File: src/rtl/piso_shift_reg.sv
// Parallel-in/serial-out shift register for the transceiver serializer path.
// Optional occupancy status (bits_left/empty) is enabled by defining PISO_STATUS_EN.
module piso_shift_reg #(
   parameter int unsigned DATA_WIDTH = 9,
   parameter bit          MSB_FIRST  = 1'b1,
   parameter logic        FILL_BIT   = 1'b0
) (
   input  logic                  clk,
   input  logic                  rst_n,
   input  logic                  load,
   input  logic [DATA_WIDTH-1:1] x,
   output logic [DATA_WIDTH-1:1] y,
   output logic                  z
`ifdef PISO_STATUS_EN
   ,
   output logic [$clog2(DATA_WIDTH):0] bits_left,
   output logic                        empty
`endif
);

   localparam int unsigned PAY_W = DATA_WIDTH - 1;

   logic [PAY_W-1:0] shift_val;

   // Next register contents on a shift edge; the vacated end takes FILL_BIT
   always_comb begin
      shift_val = y;
      if (MSB_FIRST) begin
         shift_val = {y[DATA_WIDTH-2:1], FILL_BIT};
      end else begin
         shift_val = {FILL_BIT, y[DATA_WIDTH-1:2]};
      end
   end

   always_ff @(posedge clk) begin
      if (!rst_n) begin
         y <= '0;
      end else if (load) begin
         y <= x;
      end else begin
         y <= shift_val;
      end
   end

   // Serial bit is taken straight from the register so it is valid the cycle after load
   assign z = MSB_FIRST ? y[DATA_WIDTH-1] : y[1];

`ifdef PISO_STATUS_EN
   localparam int unsigned    CNT_W   = $clog2(DATA_WIDTH) + 1;
   localparam logic [CNT_W-1:0] PAYLOAD = CNT_W'(PAY_W);

   logic [CNT_W-1:0] cnt_next;

   // Counts the bit currently on z as still pending; saturates at zero
   always_comb begin
      cnt_next = bits_left;
      if (load) begin
         cnt_next = PAYLOAD;
      end else if (bits_left != '0) begin
         cnt_next = bits_left - CNT_W'(1);
      end
   end

   always_ff @(posedge clk) begin
      if (!rst_n) begin
         bits_left <= '0;
         empty     <= 1'b1;
      end else begin
         bits_left <= cnt_next;
         empty     <= (cnt_next == '0);
      end
   end
`endif

endmodule

File: config.mk
export PLATFORM = sky130hd
export DESIGN_NAME = piso_shift_reg
export DESIGN_NICKNAME = d
export VERILOG_FILES = /design/src/rtl/piso_shift_reg.sv
export SDC_FILE = /design/constraint.sdc
export NUM_CORES = 1
export LEC_CHECK = 0
export ABC_AREA = 1
export BUFFER_PORTS_ARGS = -buffer_cell sky130_fd_sc_hd__buf_2
export CORE_AREA = 5 5 42 44
export CTS_BUF_LIST = sky130_fd_sc_hd__clkbuf_16
export CTS_CLUSTER_DIAMETER = 60
export CTS_CLUSTER_SIZE = 40
export DETAILED_ROUTE_END_ITERATION = 6
export DIE_AREA = 0 0 47 49
export GPL_ROUTABILITY_DRIVEN = 0
export GPL_TIMING_DRIVEN = 0
export SKIP_CTS_REPAIR_TIMING = 1
export SYNTH_ARGS = -nofsm -noshare
export SYNTH_HDL_FRONTEND = slang
export SYNTH_SLANG_ARGS = --single-unit
File: constraint.sdc
create_clock -name clk -period 1.3 [get_ports clk]
set_clock_uncertainty 0.15 [all_clocks]
set_input_delay 0.13 -clock clk [delete_from_list [all_inputs] [get_ports clk]]
set_output_delay 0.13 -clock clk [all_outputs]
set_load 0.01 [all_outputs]
After elaboration in Yosys (flattened, before gate mapping)
Cells that the tools add are included.
Word-level totals
  register bits after elaboration: 8
  output and inout bits: 9
  logic and storage cells: 4
Operators by class
  mux-type cells: 1
  reductions and logical operators: 1
Operators with widths (number)
  2-to-1 mux 8 bit: 1
  AND reduction 2 bit: 1

Depth between registers and ports, before layout
Gate-level depths: netlist of run 1.
  depth after elaboration: 1
  mapped depth: 4
  gate-level depth less buffers: 4

Least setup slack after synthesis of run 1
No wires, ideal clock.
  path kind: flip-flop to output port
  start point: reg y[8] (netlist bit)
  end point: out y[8] (netlist bit)
  data arrival time: 0.485 ns
  data required time: 1.020 ns
  slack: 0.535 ns
  cell stages (with the launch flop): 2
  buffers on the path: 1
  cell sequence: dfxtp_1 buf_4
RTL lines
  from (decl): line 12  | output logic [DATA_WIDTH-1:1] y,
  from (signal assigned): line 41  | y <= shift_val;
No word-level cell between the ends.

Final worst setup path of run 1
  start point: reg y[8] (netlist bit)
  end point: out y[8] (netlist bit)
No word-level cell between the ends.

==> out/metrics.yaml, run 1 <==
grt_max_degree: 11
die_y_um: 49
grt_antenna_before_repair: 0
crit_path_max_incr_delay_ns: 0.30
layout_setup_ws_ns: 0.2559
synth.yosys.warnings: 0
slew_headroom_pct: 78.71
critPathMaxFanout: 2
syn_nets: 58
cts_buffer_depth: 2
critical_path_required_ns: 1.02
p_sw_mw: 0.1560
grt_pass1_vias: 263
p_int_mw: 0.6986
clk_latency_ns: 0.23
regMostFlops: "y"
fmax_ghz: 0.9578
seq_area_frac_synth_pct: 50.00
cts_tree: "done"
seq_power_share_pct: 31.6
fin_util_pct: 36.07
min_period_ns: 1.044
numPortBuffers: 18
startpoint: "y[8]$_SDFF_PN0_"
stdcell_area_um2: 505.5
rows: 14
drtIter0Drc: 1
worstHoldPathType: "in -> reg"
p_sw_share_pct: 18.25
numCtsBuffers: 3
critPathSlowestCell: "dfxtp_1"
largest_reg_flops: 8
root_buffer: "clkbuf_16"
crit_chain: "buf_4 -> buf_2"
powerDensity_nw_per_um2: 1691
cp.buffers_inverters: 2
r2r-start: "y[5]$_SDFF_PN0_"
reg2reg_to: "y[6]$_SDFF_PN0_"
drc: 0
clockPowerShare_pct: 58.6
layout-drive-gt1-share_pct: 33.82
path_delay_family: "flip-flops"
hold_violations: 0
syn_area_per_cell_um2: 6.815
via_per_inst: 3.750
grt.overflow.total: 0
end_kind: "output pin"
crit_path_end: "y[8]"
reg.largest.list: "y x8"
dr.pass1.iters: 2
io_pins: 20
post-place-cells: 81
dp_slack_ns: 0.4567
cp.depth: 2
area_growth_pct: 57.81
synth_top_area_share_pct: 50.00
rsz0062_at_grt: "no"
finalSetupViolations: 0
power_frac_comb_pct: 9.9
reg2regPathDepth: 2
routed_wl_um: 730
worst_pin_slew_ns: 0.3194
dieArea_um2: 2303
maxCapViolations: 0
final.fill_count: 160
nNetsFinal: 81
crit_arrival_ns: 0.76
grt_pass1_wl_mm: 1.035
final_cells: 84
max-vdd-ir-drop_mv: 0.9051
ant_nets: 0
synthCells: 47
vias: 315
status: "completed"
core_um2: 1401
initial_core_util_pct: 22.86
synth.area.top_cells: "dfxtp_1 (50%), nand2_1 (16%), nor2_1 (16%)"
finalMaxSlewViolations: 0
synth_cell_type_count: 8
period_share_pct: 80.31
crit_type: "reg -> out"
power_leakage_nw: 0.3030
diodes: 0
wl_per_cell_um: 8.690
cts_sinks: 8
place_area_um2: 430.4
yosysTopAreaCell: "dfxtp_1"
synth-seq-cells: 8
fp.dieW_um: 47
ff2ff_setup_slack_ns: 0.60
tns_ns: 0
htree_levels: 1
path_clk_slew_ns: 0.03
worstSetupStartpointType: "flop"
grt_usage_pct: 6.493
syn-cell-area_um2: 320.3
-- synthesized netlist by cell type --
cell type  count
nand2_1       14
buf_4          1
nor2_1        14
dfxtp_1        8
buf_1          1
buf_6          1
and3_1         1
inv_1          7
-- logic make-up after synthesis --
logic type    Yosys count  synth area share [%]
buf+inv                10                 15.24
flops                   8                 50.00
simple gates           29                 34.77
-- cell type report --
class	count	area (um2)	area share [%]
Multi-Input combinational cell	29	111.4	22.03
Timing Repair Buffer	18	90.09	17.82
Inverter	7	26.28	5.198
Buffer	3	22.52	4.455
Clock buffer	3	75.07	14.85
Tap cell	16	20.02	3.960
Sequential cell	8	160.2	31.68
-- power by group through the flow --
stage / sequential [mW] / clock, mW / combinational (mW)
after global routing: 0.272 / 0.528 / 0.0954
after floorplan: 0.282 / 0 / 0.0386
after CTS: 0.270 / 0.513 / 0.0864
after global placement: 0.273 / 0 / 0.0848
final: 0.270 / 0.501 / 0.0842
after detailed placement: 0.274 / 0 / 0.0858
-- stage by stage --
step | power [mW] | hold WS (ns)
after global routing | 0.8948 | 0.01897
final | 0.8546 | 0.008950
after CTS | 0.8695 | 0.005876
after global placement | 0.3582 | 0.2232
after floorplan | 0.3206 | 0.1349
after detailed placement | 0.3595 | 0.2353
-- routing by layer --
layer,wire length (um),vias up,global-route usage (%)
met5,0,-,0
met4,0,0,4.147
met3,96,0,4.428
met2,331,11,8.597
met1,302,129,7.301
li1,-,175,-
-- worst reg2reg max path, delay by kind of cell, from the launching register on --
kind	cells	cell delay [ns]
and+or+nand+nor	2	0.14
DFF	1	0.30
-- cells in the final DEF (no fill, tap or decap), drive strengths merged --
master	Yosys	final
buf	3	21
nor2	14	14
nand2	14	14
dfxtp	8	8
inv	7	7
clkbuf	0	3
and3	1	1
-- how the worst min path moves through the flow --
stage                     from               to  slack (ns)  depth (start not counted)
after floorplan           load  y[2]$_SDFF_PN0_        0.13                          3
after global placement    x[1]  y[1]$_SDFF_PN0_        0.22                          2
after detailed placement  x[1]  y[1]$_SDFF_PN0_        0.24                          2
after CTS                 x[1]  y[1]$_SDFF_PN0_       0.006                          2
after global routing      x[1]  y[1]$_SDFF_PN0_        0.02                          2
final                     x[1]  y[1]$_SDFF_PN0_       0.009                          2
Power figures use the tool's default switching activity.
==> run 2, diff against run 1 <==
- ABC_AREA: 1 -> 0
- clock period: 1.3 -> 0.9 ns (I/O delays scaled with it)
==> out/metrics.yaml, run 2 <==
status: "complete, but fails checks"
violations: "hold timing, setup timing"
die_y_um: 49  # unchanged
cts_tree: "done"
min_from: "x[4]"
worstHoldPathType: "in -> reg"
min_period_ns: 0.9889
worst_pin_slew_ns: 0.1460  # -0.1734 ns
yosysTopAreaCell: "dfxtp_1"
fmax_ghz: 1.011
area_growth_pct: 82.92
async_reset_ff_share_pct: 0  # unchanged
reg2regPathDepth: 2  # unchanged
p_sw_mw: 0.2133  # +37%
layout_setup_ws_ns: -0.08893  # -0.3449 ns
crit_type: "reg -> out"
regMostFlops: "y"
yosysMostFrequentCell: "dfxtp_1"
via_per_inst: 4.097  # +9.2%
io_pins: 20  # unchanged
numCtsBuffers: 3  # unchanged
grt.overflow.total: 0  # unchanged
layout-drive-gt1-share_pct: 69.57  # +36 points
synth_common_cells: "dfxtp_1 (8), mux2i_1 (7), nor2b_1 (7)"
finalSetupViolations: 2  # +2
hold-path-cell-count: 3  # +1
dieArea_um2: 2303  # unchanged
synthCells: 25  # -47%
grt_max_degree: 9  # -2
crit_chain: "buf_6 -> buf_6"
slew_headroom_pct: 89.99  # +11 points
period_share_pct: 109.9
worstSetupStartpointType: "flop"
p_sw_share_pct: 17.10  # -1.2 points
stdcell_area_um2: 549.3  # +8.7%
ff2ff_setup_slack_ns: 0.12  # -0.48 ns
place_area_um2: 410.4  # -4.7%
synth.area.top_cells: "dfxtp_1 (53%), mux2i_1 (23%), nor2b_1 (15%)"
p_int_mw: 1.034  # +48%
final_cells: 62  # -26%
tns_ns: -0.1019  # -0.1019 ns
diodes: 0  # unchanged
reg2reg_to: "y[3]$_SDFF_PN0_"
synth_cell_type_count: 6  # -2
synth.yosys.warnings: 0  # unchanged
syn_nets: 36  # -38%
fp.dieW_um: 47  # unchanged
path_common_cell: "buf_6"
critical_path_required_ns: 0.66  # -0.36 ns
grt_antenna_before_repair: 0  # unchanged
syn-cell-area_um2: 300.3  # -6.2%
largest_reg_flops: 8  # unchanged
reg.largest.list: "y x8"
crit_arrival_ns: 0.75  # about the same
wl_per_cell_um: 11.56  # +33%
synth_edf_count: 0  # unchanged
dr.pass1.iters: 2  # unchanged
critPathMaxFanout: 2  # unchanged
cts_buffer_depth: 2  # unchanged
drtIter0Drc: 3  # +2
worst_hold_slack_ns: -0.02466  # -0.03361 ns
syn_area_per_cell_um2: 12.01  # +76%
power_leakage_nw: 0.2660  # -12%
rsz0062_at_grt: "yes"
max-vdd-ir-drop_mv: 1.265  # +40%
powerDensity_nw_per_um2: 2272  # +34%
ant_nets: 0  # unchanged
power_frac_comb_pct: 10.5  # +0.6 points
most-common-layout-cells: "buf_6 (10), buf_2 (10), dfxtp_2 (8), mux2i_1 (7), nor2b_1 (7)"
seq_area_frac_synth_pct: 53.33  # +3.3 points
routed_wl_um: 717  # -1.8%
hold_violations: 8  # +8
crit_path_max_incr_delay_ns: 0.31  # about the same
synth_ff_type: "dfxtp_1"
grt_usage_pct: 6.493  # unchanged
htree_levels: 1  # unchanged
drc: 0  # unchanged
root_buffer: "clkbuf_16"
core_um2: 1401  # unchanged
seq_power_share_pct: 31.6  # about the same
maxCapViolations: 0  # unchanged
worstHoldEndpoint: "y[4]$_SDFF_PN0_"
vias: 254  # -19%
numPortBuffers: 18  # unchanged
post-place-cells: 59  # -27%
path_delay_family: "flip-flops"
clockPowerShare_pct: 57.9  # -0.7 points
grt_pass1_wl_mm: 1.062  # +2.6%
end_kind: "output pin"
nNetsFinal: 59  # -27%
rows: 14  # unchanged
grt_pass1_vias: 254  # -3.4%
r2r-start: "y[2]$_SDFF_PN0_"
finalMaxSlewViolations: 0  # unchanged
initial_core_util_pct: 21.43  # -1.4 points
synth-seq-cells: 8  # unchanged
cp.buffers_inverters: 2  # unchanged
path_clk_slew_ns: 0.04  # about the same
fin_util_pct: 39.20  # +3.1 points
clk_latency_ns: 0.22  # about the same
cp.depth: 2  # unchanged
critPathSlowestCell: "dfxtp_2"
synth_top_area_share_pct: 53.33  # +3.3 points
cts_sinks: 8  # unchanged
run 2: changes by cell type in the layout (fill, tap and decap cells not counted), moves of 7 or more:
cell,delta
buf_2,-8
buf_6,+9
dfxtp_1,-8
dfxtp_2,+8
inv_1,-7
mux2i_1,+7
nand2_1,-14
nor2_1,-14
nor2b_1,+7
run 2: cell families after synthesis:
family,synth area share [%]
multiplexers,23.33
AND/OR/NAND/NOR,17.08
flip-flops,53.33
buffers and inverters,6.251
run 2: worst max-delay path by stage:
stage,start,end,slack (ns)
5_1_grt,y[8]$_SDFF_PN0_,y[8],-0.11
3_5_place_dp,y[8]$_SDFF_PN0_,y[8],0.12
4_1_cts,y[8]$_SDFF_PN0_,y[8],-0.12
3_3_place_gp,y[8]$_SDFF_PN0_,y[8],0.13
6_report,y[8]$_SDFF_PN0_,y[8],-0.09
2_1_floorplan,y[1]$_SDFF_PN0_,y[2]$_SDFF_PN0_,0.15
run 2: layout make-up:
class                   count  area [um2]
plain buffers               2       22.52
well taps                  16       20.02
clock buffers               3       75.07
multi-input cells          15       121.4
repair buffers             18       140.1
flip-flops and latches      8       170.2
fillers                   150       852.1
run 2: routing by layer:
layer | global-route usage (%) | vias to the layer above | part of all wire (%)
li1 | - | 124 | -
met1 | 7.522 | 110 | 41
met2 | 7.919 | 20 | 39
met3 | 5.166 | 0 | 20
met4 | 4.147 | 0 | 0
met5 | 0 | - | 0
run 2: worst min-delay path, stage by stage:
cell	delay [ns]
buf_2	0.08
mux2i_1	0.05
nor2b_1	0.09
run 2: power by group through the flow:
stage	combinational, mW	clock, mW	sequential (mW)
floorplan	0.0471	0	0.401
global placement	0.105	0	0.391
detailed placement	0.108	0	0.391
CTS	0.108	0.735	0.386
global route	0.142	0.768	0.397
finish	0.131	0.723	0.394
run 2: metrics by stage:
step | total power [mW] | setup slack, ns | hold slack [ns]
CTS | 1.229 | -0.1192 | -0.02531
finish | 1.248 | -0.08893 | -0.02466
global route | 1.307 | -0.1096 | -0.003438
global placement | 0.4962 | 0.1326 | 0.2031
floorplan | 0.4481 | 0.1514 | 0.06817
detailed placement | 0.4989 | 0.1213 | 0.2070
==> run 3, diff against run 2 <==
- RECOVER_POWER: unset -> 100
==> out/metrics.yaml, run 3 (synthesis results as in run 2) <==
status: "complete, but fails checks"
violations: "hold timing, setup timing"
grt.overflow.total: 0  # unchanged
drc: 0  # unchanged
final_cells: 62  # unchanged
cts_buffer_depth: 2  # unchanged
post-place-cells: 59  # unchanged
ff2ff_setup_slack_ns: 0.12  # about the same
use_met1_pct: 7.522  # unchanged
grt.busiest_layer: "met2"
numPortBuffers: 18  # unchanged
worst_hold_slack_ns: -0.02466  # +0.000005100 ns
largest_reg_flops: 8  # unchanged
die_y_um: 49  # unchanged
path_delay_family: "flip-flops"
place_area_um2: 410.4  # unchanged
fmax_ghz: 1.011  # about the same
crit_path_max_incr_delay_ns: 0.31  # about the same
core_um2: 1401  # unchanged
routed_wl_um: 719  # +0.28%
vias: 254  # unchanged
cts_sinks: 8  # unchanged
end_kind: "output pin"
mostFrequentLayoutCell: "buf_6"
root_buffer: "clkbuf_16"
cp.buffers_inverters: 2  # unchanged
max-vdd-ir-drop_mv: 1.265  # about the same
initial_core_util_pct: 21.43  # unchanged
worstSetupStartpointType: "flop"
diodes: 0  # unchanged
numCtsBuffers: 3  # unchanged
dieArea_um2: 2303  # unchanged
htree_levels: 1  # unchanged
nNetsFinal: 59  # unchanged
grt_antenna_before_repair: 0  # unchanged
grt_pass1_vias: 254  # unchanged
layout_setup_ws_ns: -0.08892  # +0.000005900 ns
path_common_cell: "buf_6"
powerDensity_nw_per_um2: 2276  # +0.18%
critical_path_required_ns: 0.66  # about the same
hold_violations: 8  # unchanged
cp.depth: 2  # unchanged
fin_total_pwr_mw: 1.247  # about the same
ant_nets: 0  # unchanged
layout-drive-gt1-share_pct: 67.39  # -2.2 points
fp.dieW_um: 47  # unchanged
tns_ns: -0.1019  # +0.00001200 ns
finalSetupViolations: 2  # unchanged
grt_max_degree: 9  # unchanged
finalMaxSlewViolations: 0  # unchanged
rsz0062_at_grt: "yes"
wl_per_cell_um: 11.60  # +0.28%
grt_use_met3_pct: 5.166  # unchanged
worstHoldPathType: "in -> reg"
crit_type: "reg -> out"
use_met2_pct: 7.919  # unchanged
period_share_pct: 109.9  # about the same
area_growth_pct: 82.50
grt_pass1_wl_mm: 1.062  # unchanged
stdcell_area_um2: 548.0  # -0.23%
rows: 14  # unchanged
critPathSlowestCell: "dfxtp_2"
reg2regPathDepth: 2  # unchanged
critPathMaxFanout: 2  # unchanged
most-common-layout-cells: "buf_6 (10), buf_2 (9), dfxtp_2 (8), mux2i_1 (7), nor2b_1 (7)"
drtIter0Drc: 3  # unchanged
path_clk_slew_ns: 0.04  # about the same
cts_tree: "done"
slew_headroom_pct: 82.49  # -7.5 points
reg.largest.list: "y x8"
regMostFlops: "y"
min_period_ns: 0.9889  # -0.000005900 ns
power_leakage_nw: 0.2632  # -1.0%
maxCapViolations: 0  # unchanged
io_pins: 20  # unchanged
via_per_inst: 4.097  # unchanged
startpoint: "y[8]$_SDFF_PN0_"
dp_slack_ns: 0.1213  # unchanged
dr.pass1.iters: 2  # unchanged
crit_path_end: "y[8]"
crit_chain: "buf_6 -> buf_6"
r2r-start: "y[2]$_SDFF_PN0_"
final.fill_count: 151  # +0.67%
grt_usage_pct: 6.493  # unchanged
crit_arrival_ns: 0.75  # about the same
reg2reg_to: "y[3]$_SDFF_PN0_"
clk_latency_ns: 0.22  # about the same
worst_pin_slew_ns: 0.2627  # +0.1166 ns
==> run 3: cell types whose count changed in the layout (fill, tap and decap cells not counted), sizes merged <==
cell / delta
clkbuf: +1
buf: -1
==> run 3: tightest hold or removal path, cell delays in order <==
cell,delay (ns)
buf_2,0.08
mux2i_1,0.05
nor2b_1,0.09
==> run 3: final cells by class <==
class / count / area [um2] / share of cell area (%)
Buffer: 2 / 22.52 / 4.110
Timing Repair Buffer: 18 / 138.9 / 25.34
Tap cell: 16 / 20.02 / 3.653
Clock buffer: 3 / 75.07 / 13.70
Sequential cell: 8 / 170.2 / 31.05
Multi-Input combinational cell: 15 / 121.4 / 22.15
==> run 3: metrics by stage <==
stage	util, %	hold WS, ns
2_1_floorplan	-	0.06817
3_3_place_gp	29.29	0.2031
3_5_place_dp	29.29	0.2070
4_1_cts	34.64	-0.02531
5_1_grt	39.11	-0.003438
6_report	39.11	-0.02466
==> run 3: how the worst min path moves through the flow <==
| stage | to | cells after the start | slack [ns] | from |
|---|---|---|---|---|
| floorplan | y[2]$_SDFF_PN0_ | 1 | 0.07 | rst_n |
| global placement | y[4]$_SDFF_PN0_ | 3 | 0.20 | x[4] |
| detailed placement | y[4]$_SDFF_PN0_ | 3 | 0.21 | x[4] |
| CTS | y[4]$_SDFF_PN0_ | 3 | -0.03 | x[4] |
| global route | y[1]$_SDFF_PN0_ | 2 | -0.003 | x[1] |
| finish | y[4]$_SDFF_PN0_ | 3 | -0.02 | x[4] |
==> run 3: report_power, final <==
group,total (mW),internal [mW],leakage (nW),switching (mW)
clock network,0.723,0.571,0.0370,0.152
logic,0.130,0.0819,0.157,0.0481
registers,0.394,0.381,0.0689,0.0133
==> run 3: metal layers <==
layer	up-vias	share of wire [%]	wire [um]
met5	-	0	0
met4	0	0	0
met3	0	20	142
met2	20	39	278
met1	110	41	298
li1	124	-	-
